## config.mk

```make
export PLATFORM = sky130hd
export DESIGN_NAME = hazard_unit_mc
export DESIGN_NICKNAME = d
export VERILOG_FILES = /design/src/rtl/hazard_pkg.sv /design/src/rtl/hazard_unit_mc_fwd_sel.sv /design/src/rtl/hazard_unit_mc.sv
export SDC_FILE = /design/constraint.sdc
export NUM_CORES = 1
export LEC_CHECK = 0
export CAP_MARGIN = 20
export CORE_UTILIZATION = 35
export CTS_CLUSTER_DIAMETER = 30
export DETAILED_ROUTE_END_ITERATION = 12
export PLACE_DENSITY = 0.83
export RECOVER_POWER = 25
export SLEW_MARGIN = 20
export SYNTH_ARGS = -nofsm -noshare
export SYNTH_HDL_FRONTEND = slang
export SYNTH_HIERARCHICAL = 1
export SYNTH_SLANG_ARGS = --single-unit
```

## constraint.sdc

```tcl
create_clock -name clk -period 5.3 [get_ports clk]
set_input_delay 0.53 -clock clk [delete_from_list [all_inputs] [get_ports clk]]
set_output_delay 0.53 -clock clk [all_outputs]
set_load 0.05 [all_outputs]
```

## src/rtl/hazard_pkg.sv

```systemverilog
// Shared types and constants for the multi-cycle hazard unit.
// The HAZARD_PERF_EN macro enables the performance counters.
package hazard_pkg;

    typedef enum logic [1:0] {
        FWD_RF = 2'b00,
        FWD_W  = 2'b01,
        FWD_M  = 2'b10
    } fwd_sel_t;

    typedef enum logic {
        IDLE = 1'b0,
        WAIT = 1'b1
    } hz_state_t;

    localparam int PERF_W = 32;

    // Counter increment that holds at all-ones.
    function automatic logic [PERF_W-1:0] sat_inc(input logic [PERF_W-1:0] v);
        return (&v) ? v : v + 1'b1;
    endfunction

endpackage

```

## src/rtl/hazard_unit_mc_fwd_sel.sv

```systemverilog
// Forwarding select for one Execute operand: the M stage wins over W,
// and the excluded register (PC) always reads from the register file.
module hazard_fwd_sel
    import hazard_pkg::*;
#(
    parameter int AW        = 4,
    parameter int NOFWD_REG = 15
) (
    input  logic [AW-1:0] ra_e,
    input  logic [AW-1:0] wa_m,
    input  logic [AW-1:0] wa_w,
    input  logic          reg_write_m,
    input  logic          reg_write_w,
    output fwd_sel_t      fwd_sel
);

    always_comb begin
        fwd_sel = FWD_RF;
        // int compare so NOFWD_REG = 2**AW can never match
        if (int'(ra_e) != NOFWD_REG) begin
            if (reg_write_m && (ra_e == wa_m)) begin
                fwd_sel = FWD_M;
            end else if (reg_write_w && (ra_e == wa_w)) begin
                fwd_sel = FWD_W;
            end
        end
    end

endmodule

```

## src/rtl/hazard_unit_mc.sv

```systemverilog
// Hazard unit for the F/D/E/M/W pipeline: forwarding, load-use stall, branch
// flush and multi-cycle memory freeze. HAZARD_PERF_EN adds stall/flush counters.
module hazard_unit_mc
    import hazard_pkg::*;
#(
    parameter int AW        = 4,
    parameter int MEM_LAT   = 3,
    parameter int NOFWD_REG = 15
) (
    input  logic              clk,
    input  logic              rst_n,
    input  logic [AW-1:0]     RA1D,
    input  logic [AW-1:0]     RA2D,
    input  logic [AW-1:0]     RA1E,
    input  logic [AW-1:0]     RA2E,
    input  logic [AW-1:0]     WA3E,
    input  logic [AW-1:0]     WA3M,
    input  logic [AW-1:0]     WA3W,
    input  logic              RegWriteM,
    input  logic              RegWriteW,
    input  logic              MemtoRegE,
    input  logic              MemReqM,
    input  logic              BranchTakenE,
    output logic [1:0]        ForwardAE,
    output logic [1:0]        ForwardBE,
    output logic              StallF,
    output logic              StallD,
    output logic              StallE,
    output logic              StallM,
    output logic              FlushD,
    output logic              FlushE,
`ifdef HAZARD_PERF_EN
    output logic [PERF_W-1:0] stall_cycles,
    output logic [PERF_W-1:0] flush_events,
`endif
    output logic              FlushW
);

    localparam bit         MW_EN    = (MEM_LAT > 1);
    localparam logic [3:0] CNT_INIT = 4'((MEM_LAT > 1) ? (MEM_LAT - 2) : 0);

    logic [AW-1:0] ra_e [2];
    fwd_sel_t      fwd_sel [2];

    assign ra_e[0]   = RA1E;
    assign ra_e[1]   = RA2E;
    assign ForwardAE = fwd_sel[0];
    assign ForwardBE = fwd_sel[1];

    generate
        for (genvar gi = 0; gi < 2; gi++) begin : g_fwd
            hazard_fwd_sel #(
                .AW        (AW),
                .NOFWD_REG (NOFWD_REG)
            ) u_fwd_sel (
                .ra_e        (ra_e[gi]),
                .wa_m        (WA3M),
                .wa_w        (WA3W),
                .reg_write_m (RegWriteM),
                .reg_write_w (RegWriteW),
                .fwd_sel     (fwd_sel[gi])
            );
        end
    endgenerate

    hz_state_t  state_q, state_d;
    logic [3:0] cnt_q, cnt_d;
    logic       memwait;
    logic       ldr;
    logic       branch_flush;

    always_ff @(posedge clk or negedge rst_n) begin
        if (!rst_n) begin
            state_q <= IDLE;
            cnt_q   <= 4'd0;
        end else begin
            state_q <= state_d;
            cnt_q   <= cnt_d;
        end
    end

    // The freeze covers the IDLE trigger cycle plus MEM_LAT-2 WAIT cycles;
    // the WAIT cycle with cnt==0 lets the access leave Memory.
    always_comb begin
        state_d = state_q;
        cnt_d   = cnt_q;
        memwait = 1'b0;
        case (state_q)
            IDLE: begin
                if (MW_EN && MemReqM) begin
                    memwait = 1'b1;
                    cnt_d   = CNT_INIT;
                    state_d = WAIT;
                end
            end
            WAIT: begin
                if (cnt_q != 4'd0) begin
                    memwait = 1'b1;
                    cnt_d   = cnt_q - 4'd1;
                end else begin
                    state_d = IDLE;
                end
            end
            default: state_d = IDLE;
        endcase
    end

    assign ldr = MemtoRegE && ((RA1D == WA3E) || (RA2D == WA3E));

    // Gating with rst_n drops every stall the moment reset asserts.
    always_comb begin
        StallF       = 1'b0;
        StallD       = 1'b0;
        StallE       = 1'b0;
        StallM       = 1'b0;
        FlushD       = 1'b0;
        FlushE       = 1'b0;
        FlushW       = 1'b0;
        branch_flush = 1'b0;
        if (rst_n) begin
            if (memwait) begin
                StallF = 1'b1;
                StallD = 1'b1;
                StallE = 1'b1;
                StallM = 1'b1;
                FlushW = 1'b1;
            end else if (BranchTakenE) begin
                FlushD       = 1'b1;
                FlushE       = 1'b1;
                branch_flush = 1'b1;
            end else if (ldr) begin
                StallF = 1'b1;
                StallD = 1'b1;
                FlushE = 1'b1;
            end
        end
    end

`ifdef HAZARD_PERF_EN
    logic [PERF_W-1:0] stall_cycles_q, stall_cycles_d;
    logic [PERF_W-1:0] flush_events_q, flush_events_d;

    always_comb begin
        stall_cycles_d = stall_cycles_q;
        flush_events_d = flush_events_q;
        if (StallF || StallD || StallE || StallM) begin
            stall_cycles_d = sat_inc(stall_cycles_q);
        end
        if (branch_flush) begin
            flush_events_d = sat_inc(flush_events_q);
        end
    end

    always_ff @(posedge clk or negedge rst_n) begin
        if (!rst_n) begin
            stall_cycles_q <= '0;
            flush_events_q <= '0;
        end else begin
            stall_cycles_q <= stall_cycles_d;
            flush_events_q <= flush_events_d;
        end
    end

    assign stall_cycles = stall_cycles_q;
    assign flush_events = flush_events_q;
`else
    logic unused_branch_flush;
    assign unused_branch_flush = branch_flush;
`endif

endmodule

```

# --- After elaboration in Yosys (flattened, before gate mapping) ---
# Cells that the tools add are included.
classes:
  add_sub_neg: 1
  n_eq_ne: 10
  mux: 24
  bitwise: 1
  reduce_logical: 8
ops:
  columns: ["op", "n"]
  rows:
  - ["equality test 4 bit", 6]
  - ["two-way mux 1 bit", 16]
  - ["two-way mux 2 bit", 4]
  - ["two-way mux 4 bit", 2]
  - ["!= test 4 x 1 -> 1 bit, second input constant", 2]
  - ["one-hot mux 4 bit (2 select lines)", 1]
  - ["logical AND 1 bit", 5]
  - ["nonzero test 4 bit", 1]
  - ["subtractor 4 x 1 -> 4 bit, second input constant", 1]
  - ["!= test 2 x 1 -> 1 bit, second input constant", 1]
  - ["!= test 2 bit, second input constant", 1]
  - ["one-hot mux 1 bit (2 select lines)", 1]
  - ["AND reduction 2 bit", 1]
  - ["logical OR 1 bit", 1]
  - ["NOT 1 bit", 1]
totals:
  reg_bits: 5
  input_bits: 35
  out_inout_bits: 11
  wordCells: 46

# --- Longest topological paths before layout ---
depth:
  ltp_word: 7
  mapped_depth: 7
  depth_no_buf: 6

# --- By module ---
# Netlist, hierarchy kept.
modules_own_cells:
  columns: ["mod", "n_inst", "cells_each", "area_each_um2", "seq_area_each_um2"]
  rows:
  - ["hazard_unit_mc", 1, 42, 412.9, 125.1]
  - ["hazard_fwd_sel", 2, 19, 131.4, 0.0]

# --- Worst setup path after synthesis ---
# OpenSTA, ideal clock, no wires.
synth_timing:
  kind: "flip-flop to output port"
  start: "register cnt_q[0]"
  end: "output port StallF"
  arrival_time_ns: 2.488
  t_required_ns: 4.770
  slack_ns: 2.282
  stages_incl_launch_ff: 8
  path_buffers: 1
  path_cell_list: "dfrtp_1 > inv_1 > ha_1 > or3b_4 > a21oi_4 > nor2b_1 > a41o_1 > buf_4"
synth_via:
  elab_chain_cells: 5
synth_lines:
  columns: ["item", "line", "text"]
  rows:
  - ["start, declared", "hazard_unit_mc.sv:67", "logic [3:0] cnt_q, cnt_d;"]
  - ["start signal, assigned", "hazard_unit_mc.sv:78", "cnt_q <= cnt_d;"]
  - ["nonzero test 4 bit", "hazard_unit_mc.sv:97", "if (cnt_q != 4'd0) begin"]
  - ["two-way mux 1 bit", "hazard_unit_mc.sv:97", null]
  - ["one-hot mux 1 bit (2 select lines)", "hazard_unit_mc.sv:88", "case (state_q)"]
  - ["two-way mux 1 bit (2 in a row)", null, null]
  - ["end, declared", "hazard_unit_mc.sv:26", "output logic StallF,"]
# No other way between the ends.

# --- Final worst setup path ---
layout_timing:
  start: "input port RA1E[1]"
  end: "output port ForwardAE[1]"
layout_via:
  elab_chain_cells: 4
  word_cells_on_any_way: 5
  classes_between: "eq/ne: 2; mux: 2; reduce/logical: 1"
layout_lines:
  columns: ["item", "line", "text"]
  rows:
  - ["start, declared", "hazard_unit_mc.sv:14", "input logic [AW-1:0] RA1E,"]
  - ["equality test 4 bit", "hazard_unit_mc_fwd_sel.sv:21", "if (reg_write_m && (ra_e == wa_m)) begin"]
  - ["logical AND 1 bit", "hazard_unit_mc_fwd_sel.sv:21", null]
  - ["two-way mux 2 bit", "hazard_unit_mc_fwd_sel.sv:21", null]
  - ["two-way mux 2 bit (*)", "hazard_unit_mc_fwd_sel.sv:20", "if (int'(ra_e) != NOFWD_REG) begin"]
  - ["end, declared", "hazard_unit_mc.sv:24", "output logic [1:0] ForwardAE,"]
# Mark *: on every way between the ends. The rest lies on a longest branch, timed or not.

==> reports/metrics.yaml <==
status: "completed"
grt_start_max_net_pins: 10
layout.core_utilization: 0.659
synth_edf_count: 0
final_hold_viol_count: 0
portBuffers: 45
multi_input_area_um2: 483
final_weighted_congestion_of_routability_driven_global_placement: 0.858
cts_made_buffers: 3
async_flop_share: 1.00
dp_hpwl_um: 1690
grt_antenna_before_repair: 0
grt_pass1_vias: 716
cts.hold.buffers_added: 0
core_area_um2: 1760
drt-vias-per-instance: 4.77
period_minus_slack_ns: 3.33
power.density_nw_per_um2: 326
cell_by_cell_trace_of_the_critical_path: "clkdlybuf4s50_1 -> nand2b_1 -> o2111ai_1 -> a2111oi_2 -> o21a_1 -> clkdlybuf4s50_1"
synth_seq_area_share: 0.185
final_power_w: 0.000379
final_layout_size_suffix_gt1_frac: 0.0714
clkSlewWorstSetupHoldPaths_ns: 0.05
rsz0062_at_grt: "no"
yosysWarnings: 6
overflow: 0
totalWireLength_um: 1910
max_slew_margin: 0.659
synth_cell_type_count: 25
insertion_delay_ns: 0.25
clock-skew-final_ns: 0.00252
post-synth-top-area-cell: "sky130_fd_sc_hd__dfrtp_1"
crit_arrival_ns: 2.80
post-route-period-util: 0.628
detailed_place.area_um2: 1130
cts_tree: "done"
ctsLongestPathBuffers: 2
postSynthRegisterBits: 5
clock_tree.root_cell: "sky130_fd_sc_hd__clkbuf_4"
maxClockFrequency_mhz: 300
flow.area_growth_from_synthesis_pct: 72.0
critical_path.most_common_cell: "sky130_fd_sc_hd__clkdlybuf4s50_1"
ys_top_cells_by_area: "sky130_fd_sc_hd__dfrtp_1 (19%), sky130_fd_sc_hd__xnor2_1 (16%), sky130_fd_sc_hd__xor2_1 (7.8%)"
initial_utilization: 0.383
max_cap_viol_count: 0
avgSynthCellArea_um2: 8.45
antenna-diode-count: 0
hold_path_class: "reg2reg"
crit_path_start_kind: "input port"
final_design_area_no_fill_um2: 1160
timing.final.setup_violations: 0
critPathRequiredTime_ns: 4.77
tightest_slew_ns: 0.510
numClockSinks: 5
drt-initial-drc-count: 14
post_cts_buffers: 0
floorplan.die_area_um2: 2110
postSynthCellCount: 80
grt_usage: 0.207
post-route-drc-count: 0
antenna_violating_nets_post_route: 0
detailroute.via_count: 720
critical_path.slowest_cell: "sky130_fd_sc_hd__clkdlybuf4s50_1"
finalNetCount: 164
synth_top_area_share: 0.185
floorplan.die.width_um: 45.9
grt_pass1_wl_um: 3060
crit_fanout: 4
seq_area_um2: 125
design.portCount: 46
max-vdd-ir-drop_mv: 0.275
postSynthNetCount: 117
setup-tns-final_ns: 0
h-tree-depth: 1
num-fill-cells: 154
cellLeakagePower_nw: 0.474
yosys_most_used_dff: "sky130_fd_sc_hd__dfrtp_1"
finalMaxSlewViolations: 0
firstDrtPassIters: 4
die_h_um: 45.9
final.hold.worst_slack_ns: 0.545
detail_route.wl_per_cell_um: 12.7
cts_resized: 0
max_stage_delay_ns: 0.80
crit_path_end_kind: "output pin"
worst-setup-path-type: "in2out"
synthesis.area_um2: 676
rows: 15
where the power goes:
part | switching, W | total, W | internal, W
Combinational | 0.000144 | 0.000258 | 0.000114
Sequential | 0.0000165 | 0.0000745 | 0.0000580
Clock | 0.0000193 | 0.0000468 | 0.0000275
layout by cell type, fill, tap and decap left out:
cell type / instances
sky130_fd_sc_hd__a22o_1: 2
sky130_fd_sc_hd__nand3_1: 5
sky130_fd_sc_hd__o21ai_0: 1
sky130_fd_sc_hd__dfrtp_1: 5
sky130_fd_sc_hd__o21a_1: 4
sky130_fd_sc_hd__o41ai_1: 1
sky130_fd_sc_hd__nand4_1: 3
sky130_fd_sc_hd__nor2b_1: 3
sky130_fd_sc_hd__o22ai_1: 1
sky130_fd_sc_hd__a41o_1: 2
sky130_fd_sc_hd__o2111ai_1: 2
sky130_fd_sc_hd__a21oi_4: 1
sky130_fd_sc_hd__a2111oi_2: 2
sky130_fd_sc_hd__nand2b_1: 4
sky130_fd_sc_hd__dlygate4sd3_1: 1
sky130_fd_sc_hd__nand2_1: 2
sky130_fd_sc_hd__nor3_1: 3
sky130_fd_sc_hd__clkbuf_4: 3
sky130_fd_sc_hd__clkdlybuf4s50_1: 44
sky130_fd_sc_hd__and3_4: 1
sky130_fd_sc_hd__mux2i_1: 1
sky130_fd_sc_hd__ha_1: 2
sky130_fd_sc_hd__and2_1: 1
sky130_fd_sc_hd__clkinv_2: 1
sky130_fd_sc_hd__inv_1: 12
sky130_fd_sc_hd__xor2_1: 6
sky130_fd_sc_hd__xnor2_1: 12
sky130_fd_sc_hd__or3b_4: 1
per-stage QoR:
| step | setup WS (ns) | instances |
|---|---|---|
| finish | 1.97 | 151 |
| global route | 1.86 | 151 |
| CTS | 1.92 | 151 |
| detailed placement | 1.92 | 147 |
| global placement | 1.98 | 147 |
| floorplan | 2.28 | 80 |
area by class of cell:
cell class | instances | area share
clock buffer | 3 | 0.0194
clock inverter | 1 | 0.00431
inverter | 12 | 0.0388
multi-input combinational | 60 | 0.416
sequential | 5 | 0.108
tap | 25 | 0.0269
timing repair buffer | 45 | 0.388
final timing paths:
kind | slack [ns] | endpoint | from | depth (start not counted)
setup reg to reg | 3.74 | cnt_q[1] | cnt_q[0] | 6
min in group asynchronous | 0.63 | cnt_q[2] | rst_n | 1
hold / removal | 0.55 | cnt_q[3] | cnt_q[3] | 2
hold reg to reg | 0.55 | cnt_q[3] | cnt_q[3] | 2
setup / recovery | 1.97 | ForwardAE[1] | RA1E[1] | 6
max in group asynchronous | 4.39 | cnt_q[0] | rst_n | 1
per-layer routing:
metal | track usage | up-vias | part of all wire
li1 | - | 372 | -
met1 | 0.247 | 329 | 0.40
met2 | 0.352 | 16 | 0.54
met3 | 0.0754 | 3 | 0.052
met4 | 0.0471 | 0 | 0.0058
met5 | 0 | - | 0
worst max-delay path: cells and delay by family:
family          cells  cell delay [ns]
buf+inv             2             1.37
compound gates      3             0.76
simple gates        1             0.13
cells in the mapped netlist (3+ instances only):
cell and number:
sky130_fd_sc_hd__buf_4 3, sky130_fd_sc_hd__dfrtp_1 5, sky130_fd_sc_hd__nor2b_1 3, sky130_fd_sc_hd__inv_1 12, sky130_fd_sc_hd__o21a_1 4, sky130_fd_sc_hd__xor2_1 6
sky130_fd_sc_hd__nand3_1 5, sky130_fd_sc_hd__nor3_1 3, sky130_fd_sc_hd__nand4_1 3, sky130_fd_sc_hd__xnor2_1 12, sky130_fd_sc_hd__nand2b_1 4
cells by family after synthesis:
logic type,Yosys count,synth area share
flip-flops,5,0.185
buffers and inverters,15,0.100
AND/OR/NAND/NOR,23,0.206
multiplexers,1,0.0148
adder cells (fa/ha/maj),2,0.0370
XOR/XNOR,18,0.233
AO/OA/AOI/OAI,16,0.224
state kept, by name, summed over array words and instances, names as in the netlist:
| signal | flops |
|---|---|
| state_q | 1 |
| cnt_q | 4 |
(Power assumes the default switching activity.)
